File: src/rtl/mips_pkg.sv
// Shared constants for the five-stage MIPS core: Tuse/Tnew encodings, register
// indices, multiply/divide latencies and the register-hazard predicate.
package mips_pkg;

  localparam logic [1:0]  TUSE_NONE       = 2'd3;
  localparam logic [4:0]  REG_ZERO        = 5'd0;
  localparam int          MULT_CYCLES_DEF = 5;
  localparam int          DIV_CYCLES_DEF  = 10;
  localparam logic [31:0] STALL_CNT_MAX   = 32'hFFFF_FFFF;

  // A D-stage source stalls when a younger-needed value is still in flight in E or M.
  function automatic logic reg_hazard(
    input logic [4:0] src,
    input logic [1:0] tuse,
    input logic [4:0] dst_e,
    input logic [1:0] tnew_e,
    input logic [4:0] dst_m,
    input logic [1:0] tnew_m
  );
    return (src != REG_ZERO) && (tuse != TUSE_NONE) &&
           (((src == dst_e) && (tuse < tnew_e)) ||
            ((src == dst_m) && (tuse < tnew_m)));
  endfunction

endpackage

File: src/rtl/hazard_ctrl_if.sv
// Decode/execute hazard information into the controller and stall controls out.
interface hazard_ctrl_if;
  import mips_pkg::*;

  logic [4:0]  rs_D;
  logic [4:0]  rt_D;
  logic [1:0]  tuse_rs_D;
  logic [1:0]  tuse_rt_D;
  logic [4:0]  dst_E;
  logic [4:0]  dst_M;
  logic [1:0]  tnew_E;
  logic [1:0]  tnew_M;
  logic        md_start_E;
  logic        md_is_div_E;
  logic        md_use_D;
  logic        stall;
  logic        clr_E;
  logic        md_busy;
  logic [31:0] stall_cnt;

  modport master (
    output rs_D, rt_D, tuse_rs_D, tuse_rt_D, dst_E, dst_M, tnew_E, tnew_M,
           md_start_E, md_is_div_E, md_use_D,
    input  stall, clr_E, md_busy, stall_cnt
  );

  modport slave (
    input  rs_D, rt_D, tuse_rs_D, tuse_rt_D, dst_E, dst_M, tnew_E, tnew_M,
           md_start_E, md_is_div_E, md_use_D,
    output stall, clr_E, md_busy, stall_cnt
  );

endinterface

File: src/rtl/md_busy_timer.sv
// HI/LO unit busy window: loads the operation latency when a mult/div leaves E,
// then counts down to idle. A new start reloads rather than accumulates.
module md_busy_timer
  import mips_pkg::*;
#(
  parameter int MULT_CYCLES = MULT_CYCLES_DEF,
  parameter int DIV_CYCLES  = DIV_CYCLES_DEF,
  parameter int CNT_W       = 4
) (
  input  logic clk,
  input  logic rst,
  input  logic start,
  input  logic is_div,
  output logic busy
);

  localparam logic [CNT_W-1:0] MULT_LOAD = CNT_W'(MULT_CYCLES);
  localparam logic [CNT_W-1:0] DIV_LOAD  = CNT_W'(DIV_CYCLES);

  logic [CNT_W-1:0] r_busy_cnt;

  always_ff @(posedge clk or posedge rst) begin
    if (rst) begin
      r_busy_cnt <= '0;
    end else if (start) begin
      r_busy_cnt <= is_div ? DIV_LOAD : MULT_LOAD;
    end else if (r_busy_cnt != '0) begin
      r_busy_cnt <= r_busy_cnt - 1'b1;
    end
  end

  assign busy = (r_busy_cnt != '0);

endmodule

File: src/rtl/hazard_ctrl.sv
// Pipeline hazard controller: freezes PC and F/D, bubbles D/E, tracks the
// multiply/divide busy window and keeps a saturating stall-cycle count.
module hazard_ctrl
  import mips_pkg::*;
#(
  parameter int MULT_CYCLES = MULT_CYCLES_DEF,
  parameter int DIV_CYCLES  = DIV_CYCLES_DEF,
  parameter int CNT_W       = 4
) (
  input logic        clk,
  input logic        clr,
  hazard_ctrl_if.slave hz
);

  logic        w_stall_rs;
  logic        w_stall_rt;
  logic        w_stall_md;
  logic        w_stall;
  logic        w_md_busy;
  logic [31:0] r_stall_cnt;

  md_busy_timer #(
    .MULT_CYCLES (MULT_CYCLES),
    .DIV_CYCLES  (DIV_CYCLES),
    .CNT_W       (CNT_W)
  ) u_md_busy_timer (
    .clk    (clk),
    .rst    (clr),
    .start  (hz.md_start_E),
    .is_div (hz.md_is_div_E),
    .busy   (w_md_busy)
  );

  assign w_stall_rs = reg_hazard(hz.rs_D, hz.tuse_rs_D, hz.dst_E, hz.tnew_E,
                                 hz.dst_M, hz.tnew_M);
  assign w_stall_rt = reg_hazard(hz.rt_D, hz.tuse_rt_D, hz.dst_E, hz.tnew_E,
                                 hz.dst_M, hz.tnew_M);
  // A starting mult/div is not yet counted as busy, so catch it directly.
  assign w_stall_md = hz.md_use_D && (w_md_busy || hz.md_start_E);
  assign w_stall    = w_stall_rs | w_stall_rt | w_stall_md;

  always_ff @(posedge clk or posedge clr) begin
    if (clr) begin
      r_stall_cnt <= '0;
    end else if (w_stall && (r_stall_cnt != STALL_CNT_MAX)) begin
      r_stall_cnt <= r_stall_cnt + 32'd1;
    end
  end

  assign hz.stall     = w_stall;
  assign hz.clr_E     = w_stall;
  assign hz.md_busy   = w_md_busy;
  assign hz.stall_cnt = r_stall_cnt;

endmodule

File: src/flat_wrapper.sv
// flat-port wrapper written by rule: the top's interface ports become plain ports
module hazard_ctrl_flat import mips_pkg::*;
#(
  parameter int MULT_CYCLES = MULT_CYCLES_DEF,
  parameter int DIV_CYCLES  = DIV_CYCLES_DEF,
  parameter int CNT_W       = 4
)
  (clk, clr, hz_rs_D, hz_rt_D, hz_tuse_rs_D, hz_tuse_rt_D, hz_dst_E, hz_dst_M, hz_tnew_E, hz_tnew_M, hz_md_start_E, hz_md_is_div_E, hz_md_use_D, hz_stall, hz_clr_E, hz_md_busy, hz_stall_cnt);
  hazard_ctrl_if hz_i ();
  input logic clk;
  input logic clr;
  input wire logic [$bits(hz_i.rs_D)-1:0] hz_rs_D;
  input wire logic [$bits(hz_i.rt_D)-1:0] hz_rt_D;
  input wire logic [$bits(hz_i.tuse_rs_D)-1:0] hz_tuse_rs_D;
  input wire logic [$bits(hz_i.tuse_rt_D)-1:0] hz_tuse_rt_D;
  input wire logic [$bits(hz_i.dst_E)-1:0] hz_dst_E;
  input wire logic [$bits(hz_i.dst_M)-1:0] hz_dst_M;
  input wire logic [$bits(hz_i.tnew_E)-1:0] hz_tnew_E;
  input wire logic [$bits(hz_i.tnew_M)-1:0] hz_tnew_M;
  input wire logic [$bits(hz_i.md_start_E)-1:0] hz_md_start_E;
  input wire logic [$bits(hz_i.md_is_div_E)-1:0] hz_md_is_div_E;
  input wire logic [$bits(hz_i.md_use_D)-1:0] hz_md_use_D;
  output wire logic [$bits(hz_i.stall)-1:0] hz_stall;
  output wire logic [$bits(hz_i.clr_E)-1:0] hz_clr_E;
  output wire logic [$bits(hz_i.md_busy)-1:0] hz_md_busy;
  output wire logic [$bits(hz_i.stall_cnt)-1:0] hz_stall_cnt;
  assign hz_i.rs_D = hz_rs_D;
  assign hz_i.rt_D = hz_rt_D;
  assign hz_i.tuse_rs_D = hz_tuse_rs_D;
  assign hz_i.tuse_rt_D = hz_tuse_rt_D;
  assign hz_i.dst_E = hz_dst_E;
  assign hz_i.dst_M = hz_dst_M;
  assign hz_i.tnew_E = hz_tnew_E;
  assign hz_i.tnew_M = hz_tnew_M;
  assign hz_i.md_start_E = hz_md_start_E;
  assign hz_i.md_is_div_E = hz_md_is_div_E;
  assign hz_i.md_use_D = hz_md_use_D;
  assign hz_stall = hz_i.stall;
  assign hz_clr_E = hz_i.clr_E;
  assign hz_md_busy = hz_i.md_busy;
  assign hz_stall_cnt = hz_i.stall_cnt;
  hazard_ctrl #(.MULT_CYCLES(MULT_CYCLES), .DIV_CYCLES(DIV_CYCLES), .CNT_W(CNT_W)) u_core (.clk(clk), .clr(clr), .hz(hz_i));
endmodule
File: config.mk
export PLATFORM = sky130hd
export DESIGN_NAME = hazard_ctrl_flat
export DESIGN_NICKNAME = d
export VERILOG_FILES = /design/src/rtl/mips_pkg.sv /design/src/rtl/hazard_ctrl_if.sv /design/src/rtl/md_busy_timer.sv /design/src/rtl/hazard_ctrl.sv /design/src/flat_wrapper.sv
export SDC_FILE = /design/constraint.sdc
export NUM_CORES = 1
export LEC_CHECK = 0
export BUFFER_PORTS_ARGS = -buffer_cell sky130_fd_sc_hd__buf_2
export CAP_MARGIN = 20
export CELL_PAD_IN_SITES_DETAIL_PLACEMENT = 1
export CELL_PAD_IN_SITES_GLOBAL_PLACEMENT = 1
export CORE_ASPECT_RATIO = 1.4
export CORE_MARGIN = 4
export CORE_UTILIZATION = 39
export DETAILED_ROUTE_END_ITERATION = 16
export PLACE_DENSITY_LB_ADDON = 0.1
export SETUP_SLACK_MARGIN = 0.3
export SLEW_MARGIN = 30
export SYNTH_ARGS = -nofsm -noshare
export SYNTH_HDL_FRONTEND = slang
export SYNTH_SLANG_ARGS = --single-unit
File: constraint.sdc
create_clock -name clk -period 2.4 [get_ports clk]
set_input_delay 0.12 -clock clk [delete_from_list [all_inputs] [get_ports clk]]
set_output_delay 0.12 -clock clk [all_outputs]
set_load 0.1 [all_outputs]
==> results of run 1 <==
-- power breakdown --
group | switching, W | internal (W)
Combinational | 0.00103 | 0.000344
Sequential | 0.000144 | 0.000753
Clock | 0.000229 | 0.000309
-- worst max-delay path, stage by stage, from the launching register on --
cell and delay, ns:
dfrtp_4 0.45, nand3_1 0.23, nor2_2 0.21, nand4_1 0.18, or4_4 0.46, or3_4 0.35, xnor2_2 0.13
-- registers in the layout (all words and copies together), names as in the netlist --
signal,count
u_core.hz.stall_cnt,32
u_core.u_md_busy_timer.r_busy_cnt,4
-- cell usage in the layout (no fill, tap or decap), drive strengths merged, types with 6 or more instances in the layout --
cell type  Yosys  final
or4            9      9
inv           11     10
ha             7      7
nor2          17     17
clkbuf         1      6
xnor2         14     14
nand3         11     11
nand4         12     12
dfrtp         36     36
xor2          32     32
nor3          13     13
nor4          11     11
mux2           7      7
buf            6    113
nand2         24     24
-- cells by family (layout without fill, tap and decap cells) --
family | count (synthesis) | count (layout)
mux | 7 | 7
simple gates | 114 | 114
buf+inv | 18 | 133
fa+ha+maj | 7 | 7
xor+xnor | 46 | 46
compound gates | 14 | 14
flops | 36 | 36
-- per-layer routing --
metal	GRT usage [%]	up-vias	share of wire, %	wire (µm)
met3	2.89	19	4.9	393
met2	38.5	84	57	4570
met1	21.4	1172	35	2780
met4	8.77	0	2.8	227
li1	-	1087	-	-
met5	0	-	0	0
-- stage by stage --
step / power [W] / TNS [ns] / instances / cell area, µm² / hold slack (ns)
3_5_place_dp: 0.00215 / -0.0727 / 384 / 3080 / 0.253
5_1_grt: 0.00292 / 0 / 427 / 3650 / 0.0894
6_report: 0.00281 / 0 / 427 / 3650 / 0.0707
2_1_floorplan: 0.00188 / -0.0459 / 242 / 2610 / 0.211
4_1_cts: 0.00274 / 0 / 409 / 3370 / 0.0721
3_3_place_gp: 0.00213 / 0 / 384 / 3080 / 0.251
-- cell type report --
type / count / area [µm²] / share of cell area (%)
clock buffers: 6 / 72.6 / 1.99
inverters: 11 / 45.0 / 1.23
flip-flops and latches: 36 / 996 / 27.3
multi-input cells: 188 / 1670 / 45.6
clock inverters: 2 / 35.0 / 0.960
well taps: 70 / 87.6 / 2.40
repair buffers: 114 / 749 / 20.5
-- final timing paths --
kind                                                   endpoint  slack, ns  depth (start not counted)                    start
max                                     u_core.hz.stall_cnt[26]       0.25                          6  u_core.hz.stall_cnt[13]
min                        u_core.u_md_busy_timer.r_busy_cnt[3]       0.07                          3           hz_md_is_div_E
max reg2reg                             u_core.hz.stall_cnt[26]       0.25                          6  u_core.hz.stall_cnt[13]
min reg2reg                             u_core.hz.stall_cnt[31]       0.49                          1  u_core.hz.stall_cnt[31]
max in group asynchronous                u_core.hz.stall_cnt[8]       1.55                          4                      clr
min in group asynchronous  u_core.u_md_busy_timer.r_busy_cnt[2]       0.47                          4                      clr
-- repair_timing --
| action | in CTS | in global routing |
|---|---|---|
| gates resized for setup | 10 | 27 |
| pin swaps | 10 | 21 |
| setup endpoints to repair | 27 | 26 |
| endpoints found under the hold margin | 36 | 0 |
| setup buffers | 16 | 17 |
| cloned | 0 | 1 |
| hold buffers | 1 | 0 |
==> metrics.md, run 1 <==
| Metric | Value |
|---|---|
| Clock latency on the worst-skew pair | `0.30 ns` |
| Crit share post-route | `89.5%` |
| Share of synthesized flip-flops with an asynchronous set or reset | `100%` |
| Inserted Diodes | `0` |
| Finished Core Util | `61.8%` |
| Crit start category | `flop` |
| Drt drc | `0` |
| CTS tree | `done` |
| Top FF cell, synth | `dfrtp_1` |
| Post-synth EDFFs | `0` |
| Clock root buffer | `clkbuf_8` |
| Drt initial violations | `76` |
| Slew headroom | `51.0%` |
| Synth Area in Compound Gates | `5.12%` |
| Routed Antenna Nets | `0` |
| Buffers on Ports | `67` |
| Final setup vio count | `0` |
| Pin count of the biggest net entering global routing | `37` |
| Syn avg cell area | `9.89 µm²` |
| Initial Utilization | `40.5%` |
| Commonest cells in the netlist | `dfrtp_1 (36), xor2_1 (32), nand2_1 (24), nor2_1 (17), xnor2_1 (13)` |
| Post-synthesis mux area share | `3.29%` |
| Final hold vios | `0` |
| WL per Instance | `18.7 µm` |
| Ports | `68` |
| Die ar. | `7470 µm²` |
| GRT Resource Usage Total | `20.2%` |
| Setup WS post-layout | `0.253 ns` |
| Core Region | `5900 µm²` |
| Post-synthesis adder-cell area fraction | `3.66%` |
| Synth top area cells | `dfrtp_1 (38%), xor2_1 (12%), xnor2_1 (4.8%), nand2_1 (3.8%), ha_1 (3.7%)` |
| First-pass DRT Iterations | `4` |
| Synth Net Count | `282` |
| Post-Route Skew | `0.0102 ns` |
| Post-synth cell types | `39` |
| Worst slack, placed | `-0.0333 ns` |
| Synth Area in XOR/XNOR | `17.1%` |
| Gp weighted congestion | `0.843` |
| Number of CTS-inserted buffers | `5` |
| Synthesized area | `2390 µm²` |
| Vias | `2362` |
| Detailed-route wire length | `7970 µm` |
| Simple-Gate Fraction of Synth Area | `29.0%` |
| RSZ-0062 raised after global routing | `yes` |
| Clk slew on worst S/H paths | `0.08 ns` |
| Layout area overhead | `52.5%` |
| Vias in the first global route | `2448` |
| # fillers | `655` |
| Count leader, synth | `dfrtp_1` |
| Synthesis warning total | `0` |
| H-tree depth | `2` |
| Status | `completed` |
| Critical Path Fanout Max | `5` |
| Sequential share of the synthesized area | `37.6%` |
| Leading area contributor after synthesis | `dfrtp_1` |
| Min Tclk post-route | `2.15 ns` |
| HP Class | `input pin to flop` |
| Num rows | `33` |
| CTS sink count | `36` |
| CP Capture Type | `flop` |
| Max Fclk | `466 MHz` |
| CTS Buffer Depth | `2` |
| Congestion Overflow GR | `0` |
| Max Cap Viol | `0` |
| Initial antenna violation count | `0` |
| Worst Tran Pin Value | `0.729 ns` |
| Via density | `5.53` |
| Max IR drop VDD | `0.682 mV` |
| Largest family of logic cells by synthesized area | `simple AND/OR/NAND/NOR gates` |
| Die X | `74.2 µm` |
| PD cells | `769 nW/µm²` |
| Leak | `1.60 nW` |
| #FFs+latches synth | `36` |
| Top cell type's share of synthesized area | `37.6%` |
| Nets | `396` |
| Worst setup path class | `flop to flop` |
| Share of layout cells above drive strength 1 | `57.4%` |
| Worst EP required | `2.58 ns` |
| First-pass GRT wire length | `11700 µm` |
| WP data arrival | `2.33 ns` |
| DIE HEIGHT | `101 µm` |
| Slew Limit Fails | `0` |
| Syn Inst Count | `242` |
| Hpwl dp | `5460 µm` |
Power figures use the tool's default switching activity.
==> run 2: changes to the inputs <==
--- a/config.mk
+++ b/config.mk
@@ -18,4 +18,5 @@
 export SLEW_MARGIN = 30
 export SYNTH_ARGS = -nofsm -noshare
 export SYNTH_HDL_FRONTEND = slang
+export SYNTH_HIERARCHICAL = 1
 export SYNTH_SLANG_ARGS = --single-unit
==> run 2 against run 1 <==
Effect of this change:
- total power shrank 25%
- fmax increased by 5.1%
- synthesized cell count down 5.8%
- area after synthesis decreased by 5.4%
- clock power decreased by 20%
- final area fell by 17%
- first-iteration DRC count grew 17%
- critical path depth is 2 higher
- setup slack improved by 0.11 ns
- non-clock buffer count decreased by 28
- sequential power fell by 13%
- highest routed layer unchanged
==> metrics.md, run 2 <==
| Metric | Value |
|---|---|
| Worst EP required | `2.28 ns` |
| CTS tree | `done` |
| Die ar. | `7100 µm²` |
| Leading area contributor after synthesis | `dfrtp_1` |
| Pin count of the biggest net entering global routing | `33` |
| Clock root buffer | `clkbuf_8` |
| Share of layout cells above drive strength 1 | `42.2%` |
| Routed Antenna Nets | `0` |
| WP data arrival | `1.92 ns` |
| Crit share post-route | `85.1%` |
| Max reg flops | `32` |
| Post-synth cell types | `40` |
| Share of synthesized flip-flops with an asynchronous set or reset | `100%` |
| Slew headroom | `67.3%` |
| Via density | `5.23` |
| Gp weighted congestion | `0.824` |
| Buffers on Ports | `67` |
| GRT Resource Usage Total | `18.1%` |
| Die X | `72.4 µm` |
| CP Capture Type | `output pin` |
| Cells after DPL | `362` |
| Count leader, synth | `dfrtp_1` |
| Initial Utilization | `40.7%` |
| Crit-path max cell delay | `0.39 ns` |
| Final hold vios | `0` |
| Synthesis warning total | `6` |
| Commonest cells in the netlist | `dfrtp_1 (36), xnor2_1 (31), xor2_1 (20), nand3_1 (18), nand4_1 (17)` |
| #FFs+latches synth | `36` |
| Synth top area cells | `dfrtp_1 (40%), xnor2_1 (12%), xor2_1 (7.7%), nand4_1 (4.7%), nand3_1 (4.0%)` |
| Number of CTS-inserted buffers | `5` |
| Initial antenna violation count | `0` |
| Syn Inst Count | `228` |
| Sequential share of the synthesized area | `39.8%` |
| Post-synth EDFFs | `0` |
| Crit start category | `flop` |
| HP Class | `input pin to flop` |
| Min Tclk post-route | `2.04 ns` |
| PD cells | `700 nW/µm²` |
| Drt initial violations | `89` |
| Hold_ws | `0.0512 ns` |
| Final Total Pwr | `0.00211 W` |
| Setup total negative slack | `0 ns` |
| Leak | `1.39 nW` |
| Vias | `2002` |
| Post-Layout Cell Count | `383` |
| First-pass GRT wire length | `10300 µm` |
| Critical Path Fanout Max | `5` |
| Top cell type's share of synthesized area | `39.8%` |
| Synthesized area | `2260 µm²` |
| Ports | `68` |
| CP cell instances | `inv_2, ha_4, nor3b_4, clkinvlp_4, o21ai_4, o221ai_4, buf_8, buf_12` |
| Leading cell types in the layout, fill and taps excluded | `buf_2 (65), xnor2_1 (31), dfrtp_1 (21), xor2_1 (20), nand4_1 (17)` |
| Syn avg cell area | `9.93 µm²` |
| WL per Instance | `16.5 µm` |
| DIE HEIGHT | `98.1 µm` |
| CTS sink count | `36` |
| Max IR drop VDD | `0.423 mV` |
| H-tree depth | `2` |
| Clk slew on worst S/H paths | `0.07 ns` |
| Nets | `354` |
| Status | `completed` |
| Worst Tran Pin Value | `0.495 ns` |
| RSZ-0062 raised after global routing | `yes` |
| Clock latency on the worst-skew pair | `0.29 ns` |
| Max Fclk | `490 MHz` |
| Commonest non-fill, non-tap cell in the layout | `buf_2` |
| Drt drc | `0` |
| Synth Net Count | `268` |
| Slew Limit Fails | `0` |
| Hpwl dp | `4610 µm` |
| Final setup vio count | `0` |
| Post-Route Skew | `0.0131 ns` |
| Detailed-route wire length | `6340 µm` |
| Top FF cell, synth | `dfrtp_1` |
| Congestion Overflow GR | `0` |
| Worst setup path class | `flop to output pin` |
| Inserted Diodes | `0` |
| Vias in the first global route | `2108` |
| Max Cap Viol | `0` |
| Num rows | `32` |
| CP max-delay cell | `dfrtp_1` |
| Layout area overhead | `33.3%` |
| Core Region | `5570 µm²` |
| First-pass DRT Iterations | `4` |
| CTS Buffer Depth | `2` |
[run 2: changes by cell type in the layout (fill, tap and decap cells not counted), moves of 6 or more]
cell,before,now
buf_4,41,15
dfrtp_4,22,0
xnor2_1,13,31
dfrtp_1,4,21
and3_1,1,13
xor2_1,32,20
nand2_1,20,12
nand3_2,0,7
nand4_1,11,17
nor3_1,9,3
[run 2: through the flow]
stage	util [%]	area (µm²)	setup WS [ns]
floorplan	-	2360	-0.0140
global placement	50.1	2790	0.294
detailed placement	50.1	2790	0.275
CTS	53.1	2950	0.306
global route	54.2	3020	0.224
finish	54.2	3020	0.358
[run 2: layer usage]
| metal | up-vias | routed length [µm] | GRT usage, % | part of all wire, % |
|---|---|---|---|---|
| met2 | 45 | 3120 | 30.5 | 49 |
| li1 | 972 | - | - | - |
| met4 | 0 | 55 | 4.69 | 0.87 |
| met5 | - | 0 | 0 | 0 |
| met1 | 979 | 2810 | 23.0 | 44 |
| met3 | 6 | 353 | 4.22 | 5.6 |
[run 2: worst paths after layout]
| check | startpoint | endpoint | slack (ns) | cells after the start |
|---|---|---|---|---|
| worst max-delay path | u_core/u_md_busy_timer/r_busy_cnt[0] | hz_clr_E | 0.36 | 8 |
| worst min-delay path | hz_md_is_div_E | u_core/u_md_busy_timer/r_busy_cnt[0] | 0.05 | 2 |
| worst max register to register | u_core/u_md_busy_timer/r_busy_cnt[0] | u_core/hz.stall_cnt[28] | 0.40 | 9 |
| worst min register to register | u_core/hz.stall_cnt[7] | u_core/hz.stall_cnt[7] | 0.49 | 1 |
| max in group asynchronous | clr | u_core/hz.stall_cnt[7] | 1.60 | 4 |
| min in group asynchronous | clr | u_core/u_md_busy_timer/r_busy_cnt[1] | 0.26 | 3 |
[run 2: power breakdown]
part / leakage (nW) / switching [W] / total, W / internal [W]
combinational: 0.881 / 0.000646 / 0.000900 / 0.000254
clock: 0.0479 / 0.000228 / 0.000431 / 0.000202
sequential: 0.460 / 0.0000951 / 0.000781 / 0.000685
total: 1.39 / 0.000969 / 0.00211 / 0.00114
[run 2: repair_timing]
| action | 4_1_cts | 5_1_grt |
|---|---|---|
| gates resized for setup | 3 | 7 |
| cloned | 0 | 0 |
| hold buffers | 1 | 0 |
| pin swaps | 1 | 1 |
| buffers inserted | 7 | 5 |
| endpoints found under the setup margin | 4 | 31 |
| endpoints found under the hold margin | 36 | 0 |
[run 2: logic make-up after synthesis]
kind of cell,after synthesis,share of synthesized area [%]
AOI/OAI and AO/OA,15,5.42
xor gates and xnor gates,51,19.7
adders and majority gates,7,3.87
buffers and inverters,18,4.31
DFF,36,39.8
muxes,3,1.44
and+or+nand+nor,98,25.4
[run 2: layout make-up]
class / instances / area (µm²)
fillers: 666 / 2550
multi-input cells: 174 / 1350
flip-flops and latches: 36 / 920
repair buffers: 86 / 526
well taps: 68 / 85.1
clock buffers: 5 / 68.8
inverters: 11 / 45.0
clock inverters: 3 / 18.8
[run 2: critical path: cells and delay by family (launching register included)]
family                     cells  cell delay, ns
adders and majority gates      1            0.13
buffers and inverters          4            0.57
AOI/OAI and AO/OA              2            0.31
DFF                            1            0.39
and+or+nand+nor                1            0.23
